**src/rtl/memory_arbiter_if.sv**
```systemverilog
// Request-side, RAM-side and status signals of memory_arbiter.
// master: arbiter view; slave: pipeline/RAM environment view.
interface memory_arbiter_if #(
    parameter int unsigned ADDR_W = 32,
    parameter int unsigned DATA_W = 32
);
    logic              iREN;
    logic [ADDR_W-1:0] iaddr;
    logic              iwait;
    logic [DATA_W-1:0] iload;
    logic              dREN;
    logic              dWEN;
    logic [ADDR_W-1:0] daddr;
    logic [DATA_W-1:0] dstore;
    logic              dwait;
    logic [DATA_W-1:0] dload;
    logic              ramREN;
    logic              ramWEN;
    logic [ADDR_W-1:0] ramaddr;
    logic [DATA_W-1:0] ramstore;
    logic [DATA_W-1:0] ramload;
    logic [1:0]        ramstate;
    logic              mem_err;

    modport master (
        input  iREN, iaddr, dREN, dWEN, daddr, dstore, ramload, ramstate,
        output iwait, iload, dwait, dload, ramREN, ramWEN, ramaddr, ramstore, mem_err
    );

    modport slave (
        output iREN, iaddr, dREN, dWEN, daddr, dstore, ramload, ramstate,
        input  iwait, iload, dwait, dload, ramREN, ramWEN, ramaddr, ramstore, mem_err
    );
endinterface

```
**src/rtl/memory_arbiter.sv**
```systemverilog
// Single-port RAM arbiter between instruction fetch and data ports; the data port has priority.
// Define MEM_ARB_FAIR_EN to cap consecutive data grants while an instruction fetch is waiting.
module memory_arbiter #(
    parameter int unsigned ADDR_W          = 32,
    parameter int unsigned DATA_W          = 32,
    parameter int unsigned TIMEOUT_CYCLES  = 64,
    parameter int unsigned MAX_DATA_STREAK = 4
) (
    input  logic             CLK,
    input  logic             RST,
    memory_arbiter_if.master bus
);
    localparam int unsigned CNT_W = (TIMEOUT_CYCLES > 0) ? $clog2(TIMEOUT_CYCLES + 1) : 1;
    localparam logic [1:0]  RAM_ACCESS = 2'd2;
    localparam logic [1:0]  RAM_ERROR  = 2'd3;

    typedef enum logic [1:0] {
        IDLE    = 2'd0,
        GRANT_I = 2'd1,
        GRANT_D = 2'd2
    } state_t;

    state_t            state;
    state_t            state_nxt;
    logic              d_req_c;
    logic              ram_done_c;
    logic              i_done_c;
    logic              d_done_c;
    logic              fair_pick_c;
    logic              timeout_hit_c;
    logic              ram_ren_c;
    logic              ram_wen_c;
    logic [ADDR_W-1:0] ram_addr_c;
    logic [DATA_W-1:0] ram_store_c;
    logic [CNT_W-1:0]  to_cnt;
    logic              mem_err_q;

    if (MAX_DATA_STREAK == 0) begin : g_bad_streak
        $error("memory_arbiter: MAX_DATA_STREAK must be at least 1");
    end

    assign d_req_c    = bus.dREN | bus.dWEN;
    assign ram_done_c = (bus.ramstate == RAM_ACCESS) || (bus.ramstate == RAM_ERROR);

    always_ff @(posedge CLK or posedge RST) begin
        if (RST) begin
            state <= IDLE;
        end else begin
            state <= state_nxt;
        end
    end

    // Next state and RAM strobes; strobes follow the live inputs of the granted port.
    always_comb begin
        state_nxt   = state;
        ram_ren_c   = 1'b0;
        ram_wen_c   = 1'b0;
        ram_addr_c  = '0;
        ram_store_c = '0;
        i_done_c    = 1'b0;
        d_done_c    = 1'b0;
        unique case (state)
            IDLE: begin
                if (fair_pick_c) begin
                    state_nxt = GRANT_I;
                end else if (d_req_c) begin
                    state_nxt = GRANT_D;
                end else if (bus.iREN) begin
                    state_nxt = GRANT_I;
                end
            end
            GRANT_I: begin
                ram_ren_c  = 1'b1;
                ram_addr_c = bus.iaddr;
                if (!bus.iREN) begin
                    state_nxt = IDLE;
                end else if (ram_done_c) begin
                    i_done_c  = 1'b1;
                    state_nxt = IDLE;
                end
            end
            GRANT_D: begin
                ram_addr_c = bus.daddr;
                if (bus.dWEN) begin
                    ram_wen_c   = 1'b1;
                    ram_store_c = bus.dstore;
                end else begin
                    ram_ren_c = 1'b1;
                end
                if (!d_req_c) begin
                    state_nxt = IDLE;
                end else if (ram_done_c) begin
                    d_done_c  = 1'b1;
                    state_nxt = IDLE;
                end
            end
            default: state_nxt = IDLE;
        endcase
    end

    // Fires on the grant cycle whose increment brings the counter to TIMEOUT_CYCLES.
    assign timeout_hit_c = (TIMEOUT_CYCLES != 0) && (state != IDLE) &&
                           (to_cnt == CNT_W'(TIMEOUT_CYCLES - 1));

    always_ff @(posedge CLK or posedge RST) begin
        if (RST) begin
            to_cnt <= '0;
        end else if (state_nxt == IDLE) begin
            to_cnt <= '0;
        end else if ((state != IDLE) && (to_cnt != CNT_W'(TIMEOUT_CYCLES))) begin
            to_cnt <= to_cnt + CNT_W'(1);
        end
    end

    always_ff @(posedge CLK or posedge RST) begin
        if (RST) begin
            mem_err_q <= 1'b0;
        end else if (timeout_hit_c ||
                     ((i_done_c || d_done_c) && (bus.ramstate == RAM_ERROR))) begin
            mem_err_q <= 1'b1;
        end
    end

`ifdef MEM_ARB_FAIR_EN
    localparam int unsigned STREAK_W = (MAX_DATA_STREAK > 0) ? $clog2(MAX_DATA_STREAK + 1) : 1;
    logic [STREAK_W-1:0] streak;

    // Counts data completions that overtook a waiting fetch; saturates at the limit.
    always_ff @(posedge CLK or posedge RST) begin
        if (RST) begin
            streak <= '0;
        end else if (d_done_c) begin
            if (!bus.iREN) begin
                streak <= '0;
            end else if (streak != STREAK_W'(MAX_DATA_STREAK)) begin
                streak <= streak + STREAK_W'(1);
            end
        end else if (i_done_c) begin
            streak <= '0;
        end
    end

    assign fair_pick_c = bus.iREN && (streak == STREAK_W'(MAX_DATA_STREAK));
`else
    assign fair_pick_c = 1'b0;
`endif

    assign bus.iwait    = bus.iREN & ~i_done_c;
    assign bus.iload    = i_done_c ? bus.ramload : '0;
    assign bus.dwait    = d_req_c & ~d_done_c;
    assign bus.dload    = d_done_c ? bus.ramload : '0;
    assign bus.ramREN   = ram_ren_c;
    assign bus.ramWEN   = ram_wen_c;
    assign bus.ramaddr  = ram_addr_c;
    assign bus.ramstore = ram_store_c;
    assign bus.mem_err  = mem_err_q;
endmodule

```
**src/flat_wrapper.sv**
```systemverilog
// flat-port wrapper written by rule: the top's interface ports become plain ports
module memory_arbiter_flat 
#(
    parameter int unsigned ADDR_W          = 32,
    parameter int unsigned DATA_W          = 32,
    parameter int unsigned TIMEOUT_CYCLES  = 64,
    parameter int unsigned MAX_DATA_STREAK = 4
)
  (CLK, RST, bus_iREN, bus_iaddr, bus_dREN, bus_dWEN, bus_daddr, bus_dstore, bus_ramload, bus_ramstate, bus_iwait, bus_iload, bus_dwait, bus_dload, bus_ramREN, bus_ramWEN, bus_ramaddr, bus_ramstore, bus_mem_err);
  memory_arbiter_if #(.ADDR_W(ADDR_W), .DATA_W(DATA_W)) bus_i ();
  input  logic CLK;
  input  logic RST;
  input wire logic [$bits(bus_i.iREN)-1:0] bus_iREN;
  input wire logic [$bits(bus_i.iaddr)-1:0] bus_iaddr;
  input wire logic [$bits(bus_i.dREN)-1:0] bus_dREN;
  input wire logic [$bits(bus_i.dWEN)-1:0] bus_dWEN;
  input wire logic [$bits(bus_i.daddr)-1:0] bus_daddr;
  input wire logic [$bits(bus_i.dstore)-1:0] bus_dstore;
  input wire logic [$bits(bus_i.ramload)-1:0] bus_ramload;
  input wire logic [$bits(bus_i.ramstate)-1:0] bus_ramstate;
  output wire logic [$bits(bus_i.iwait)-1:0] bus_iwait;
  output wire logic [$bits(bus_i.iload)-1:0] bus_iload;
  output wire logic [$bits(bus_i.dwait)-1:0] bus_dwait;
  output wire logic [$bits(bus_i.dload)-1:0] bus_dload;
  output wire logic [$bits(bus_i.ramREN)-1:0] bus_ramREN;
  output wire logic [$bits(bus_i.ramWEN)-1:0] bus_ramWEN;
  output wire logic [$bits(bus_i.ramaddr)-1:0] bus_ramaddr;
  output wire logic [$bits(bus_i.ramstore)-1:0] bus_ramstore;
  output wire logic [$bits(bus_i.mem_err)-1:0] bus_mem_err;
  assign bus_i.iREN = bus_iREN;
  assign bus_i.iaddr = bus_iaddr;
  assign bus_i.dREN = bus_dREN;
  assign bus_i.dWEN = bus_dWEN;
  assign bus_i.daddr = bus_daddr;
  assign bus_i.dstore = bus_dstore;
  assign bus_i.ramload = bus_ramload;
  assign bus_i.ramstate = bus_ramstate;
  assign bus_iwait = bus_i.iwait;
  assign bus_iload = bus_i.iload;
  assign bus_dwait = bus_i.dwait;
  assign bus_dload = bus_i.dload;
  assign bus_ramREN = bus_i.ramREN;
  assign bus_ramWEN = bus_i.ramWEN;
  assign bus_ramaddr = bus_i.ramaddr;
  assign bus_ramstore = bus_i.ramstore;
  assign bus_mem_err = bus_i.mem_err;
  memory_arbiter #(.ADDR_W(ADDR_W), .DATA_W(DATA_W), .TIMEOUT_CYCLES(TIMEOUT_CYCLES), .MAX_DATA_STREAK(MAX_DATA_STREAK)) u_core (.CLK(CLK), .RST(RST), .bus(bus_i));
endmodule
```
**config.mk**
```make
export PLATFORM = sky130hd
export DESIGN_NAME = memory_arbiter_flat
export DESIGN_NICKNAME = d
export VERILOG_FILES = /design/src/rtl/memory_arbiter_if.sv /design/src/rtl/memory_arbiter.sv /design/src/flat_wrapper.sv
export SDC_FILE = /design/constraint.sdc
export NUM_CORES = 1
export LEC_CHECK = 0
export CORE_AREA = 2 2 104 106
export DETAILED_ROUTE_END_ITERATION = 10
export DIE_AREA = 0 0 106 108
export GPL_ROUTABILITY_DRIVEN = 0
export PLACE_DENSITY = 0.66
export SYNTH_ARGS = -nofsm -noshare
export SYNTH_HDL_FRONTEND = slang
export SYNTH_SLANG_ARGS = --single-unit
```
**constraint.sdc**
```tcl
create_clock -name CLK -period 3.35 [get_ports CLK]
set_input_delay 0.67 -clock CLK [delete_from_list [all_inputs] [get_ports CLK]]
set_output_delay 0.67 -clock CLK [all_outputs]
set_load 0.01 [all_outputs]
```
==> impl_metrics.env <==
export IMPL_hp_class="reg -> reg"
export IMPL_diodes=0
export IMPL_p_total_w=0.00181
export IMPL_max_cap_viol_count=0
export IMPL_syn_area_um2=1860
export IMPL_min_from="u_core.bus.mem_err$_DFFE_PP0P_"
export IMPL_fin_crit_ns=3.19
export IMPL_die_h_um=108
export IMPL_port_buffers=267
export IMPL_crit_arrival_ns=2.52
export IMPL_htree_levels=1
export IMPL_dr_pass1_iters=4
export IMPL_ys_warn_count=0
export IMPL_yosys_top_cells_area="and3_1 22%, a22oi_1 14%, dfrtp_1 13%, and2_1 11%, nor2b_1 11%"
export IMPL_crit_chain="clkdlybuf4s50_1, o21a_2, and3_1, clkdlybuf4s50_1"
export IMPL_drt_iter0_drc=90
export IMPL_p_leak_nw=1.92
export IMPL_grt_start_max_net_pins=68
export IMPL_path_clk_slew_ns=0.05
export IMPL_die_area_um2=11400
export IMPL_yosys_register_bits=10
export IMPL_worstPathRequired_ns=2.68
export IMPL_drt_total_wl_um=9940
export IMPL_syn_avg_cell_area_um2=7.11
export IMPL_drc=0
export IMPL_crit_path_start="bus_dWEN"
export IMPL_crit_top_cell="clkdlybuf4s50_1"
export IMPL_cts_tree="yes"
export IMPL_synth_area_leader_cell="and3_1"
export IMPL_synth_distinct_cells=32
export IMPL_layout_nets=654
export IMPL_tns_ns=0
export IMPL_p_per_area_nw_per_um2=386
export IMPL_dp_hpwl_um=7860
export IMPL_detail_route_vias_per_cell=4.48
export IMPL_fin_skew_ns=0.000751
export IMPL_cts_setup_buffers=0
export IMPL_first_global_vias=2927
export IMPL_regArea_um2=250
export IMPL_endpoint_kind="primary output"
export IMPL_synth_top_area_share_pct=21.9
export IMPL_gr_usage_all_layers_pct=15.6
export IMPL_die_w_um=106
export IMPL_antenna_found_initial=0
export IMPL_fmax_mhz=313
export IMPL_clock_latency_ns=0.24
export IMPL_io_pin_count=268
export IMPL_root_buffer="clkbuf_8"
export IMPL_dp_slack_ns=0.178
export IMPL_grt_pass1_wl_um=14700
export IMPL_crit_fanout=35
export IMPL_status="complete, no violations"
export IMPL_synth_cells=261
export IMPL_fillers=1017
export IMPL_postCtsHoldBufs=0
export IMPL_cts_buffers_inserted=3
export IMPL_area_delta_synth_final_pct=153
export IMPL_multi_input_area_um2=1480
export IMPL_finalMaxSlewViolations=0
export IMPL_min_period_over_period_pct=95.3
export IMPL_holdWs_ns=0.496
export IMPL_initial_core_util_pct=18.1
export IMPL_cts_resized=0
export IMPL_path_class="in -> out"
export IMPL_rsz0062_at_grt="false"
export IMPL_crit_family="buffers and inverters"
export IMPL_std_cell_rows=37
export IMPL_ant_nets=0
export IMPL_tightest_slew_ns=0.623
export IMPL_hold_violations=0
export IMPL_max_stage_delay_ns=0.55
export IMPL_wl_per_cell_um=15.4
export IMPL_ys_seq_area_share_pct=13.5
export IMPL_critPathBufInv=2
export IMPL_fin_ws_ns=0.156
export IMPL_routed_via_count=2901
export IMPL_final_setup_viol_count=0
export IMPL_startpoint_type="input pin"
export IMPL_cts_sinks=10
export IMPL_clockBufferDepth=2
export IMPL_drive_gt1_share_pct=2.74
export IMPL_core_area_um2=10200
export IMPL_regToRegStartpoint="u_core.state[0]$_DFF_PP0_"
export IMPL_crit_slowest_cell="o21a_2"
export IMPL_grt_overflow_total=0
export IMPL_vdd_drop_max_mv=0.240
export IMPL_slew_headroom_pct=58.5
export IMPL_syn_num_nets=402
[state kept, by name, summed over array words and instances (netlist names)]
name,cells
u_core.to_cnt,7
u_core.state,2
u_core.bus.mem_err,1
[synthesized netlist by cell type, drive strengths merged]
master,number
a211o,1
a21boi,1
a21oi,4
a22o,1
a22oi,35
a32oi,2
a41o,1
and2,34
and2b,1
and3,65
buf,6
clkbuf,20
dfrtp,10
ha,6
inv,7
nand2,6
nand2b,3
nand4b,4
nor2,5
nor2b,33
nor4b,1
o211ai,1
o21a,3
o21ai,4
o221ai,1
o2bb2ai,1
or3,2
or4b,1
xor2,2
[final timing paths]
check                                                 end  slack [ns]  depth (start not counted)
max in group asynchronous       u_core.state[1]$_DFF_PP0_        2.35                          2
min reg2reg                u_core.bus.mem_err$_DFFE_PP0P_        0.50                          2
min in group asynchronous    u_core.to_cnt[5]$_DFFE_PP0P_        0.72                          2
max                                         bus_dload[13]        0.16                          4
min                        u_core.bus.mem_err$_DFFE_PP0P_        0.50                          2
max reg2reg                  u_core.to_cnt[2]$_DFFE_PP0P_        1.36                          5
[routing by layer]
metal	GRT usage, %	wire length, um	vias up
met5	0	0	-
met4	3.29	180	0
met3	3.62	642	14
met2	29.3	5150	122
met1	18.0	3970	1327
li1	-	-	1438
[per-stage QoR]
step | util [%] | instances | area, um^2
global route | 45.9 | 647 | 4690
global placement | 45.5 | 644 | 4650
finish | 45.9 | 647 | 4690
CTS | 45.9 | 647 | 4690
floorplan | - | 261 | 1860
detailed placement | 45.5 | 644 | 4650
[cell type report]
cell class / count / area share [%]
clock buffers: 3 / 0.880
well taps: 136 / 3.62
multi-input cells: 218 / 31.4
inverters: 7 / 0.560
flip-flops and latches: 10 / 5.33
repair buffers: 273 / 58.2
[kinds of logic after synthesis]
family	after synthesis	share of synthesized area (%)
AOI/OAI and AO/OA	55	22.4
xor gates and xnor gates	2	0.944
adders and majority gates	6	4.05
buffers and inverters	33	7.08
DFF	10	13.5
and+or+nand+nor	155	52.1
[placed cells by master (no fill, tap or decap)]
master	instances
dfrtp_1	10
o2bb2ai_1	1
nor2b_1	33
a22o_1	1
a21oi_1	4
buf_4	5
o21ai_1	2
a41o_1	1
ha_1	5
o211ai_1	1
nand2_1	6
and2b_1	1
nand4b_1	4
o221ai_2	1
or3_1	2
clkbuf_8	3
and2_1	34
o21a_2	1
buf_12	1
o21ai_0	2
a211o_1	1
nor2_1	5
xor2_1	2
a22oi_2	1
nand2b_1	3
o21a_1	2
a32oi_1	2
ha_2	1
and3_1	65
a22oi_1	34
inv_1	7
or4b_1	1
nor4b_2	1
a21boi_0	1
clkdlybuf4s50_1	267
[worst register-to-register path, cell delays in order, from the launching register on]
cell	delay (ns)
dfrtp_1	0.43
inv_1	0.16
ha_2	0.21
o21a_2	0.54
o221ai_2	0.32
a22oi_1	0.25
[where the power goes]
group	switching (W)	internal [W]
clock	0.0000497	0.0000790
sequential	0.0000320	0.000141
combinational	0.000680	0.000831
Power figures use the tool's default switching activity.
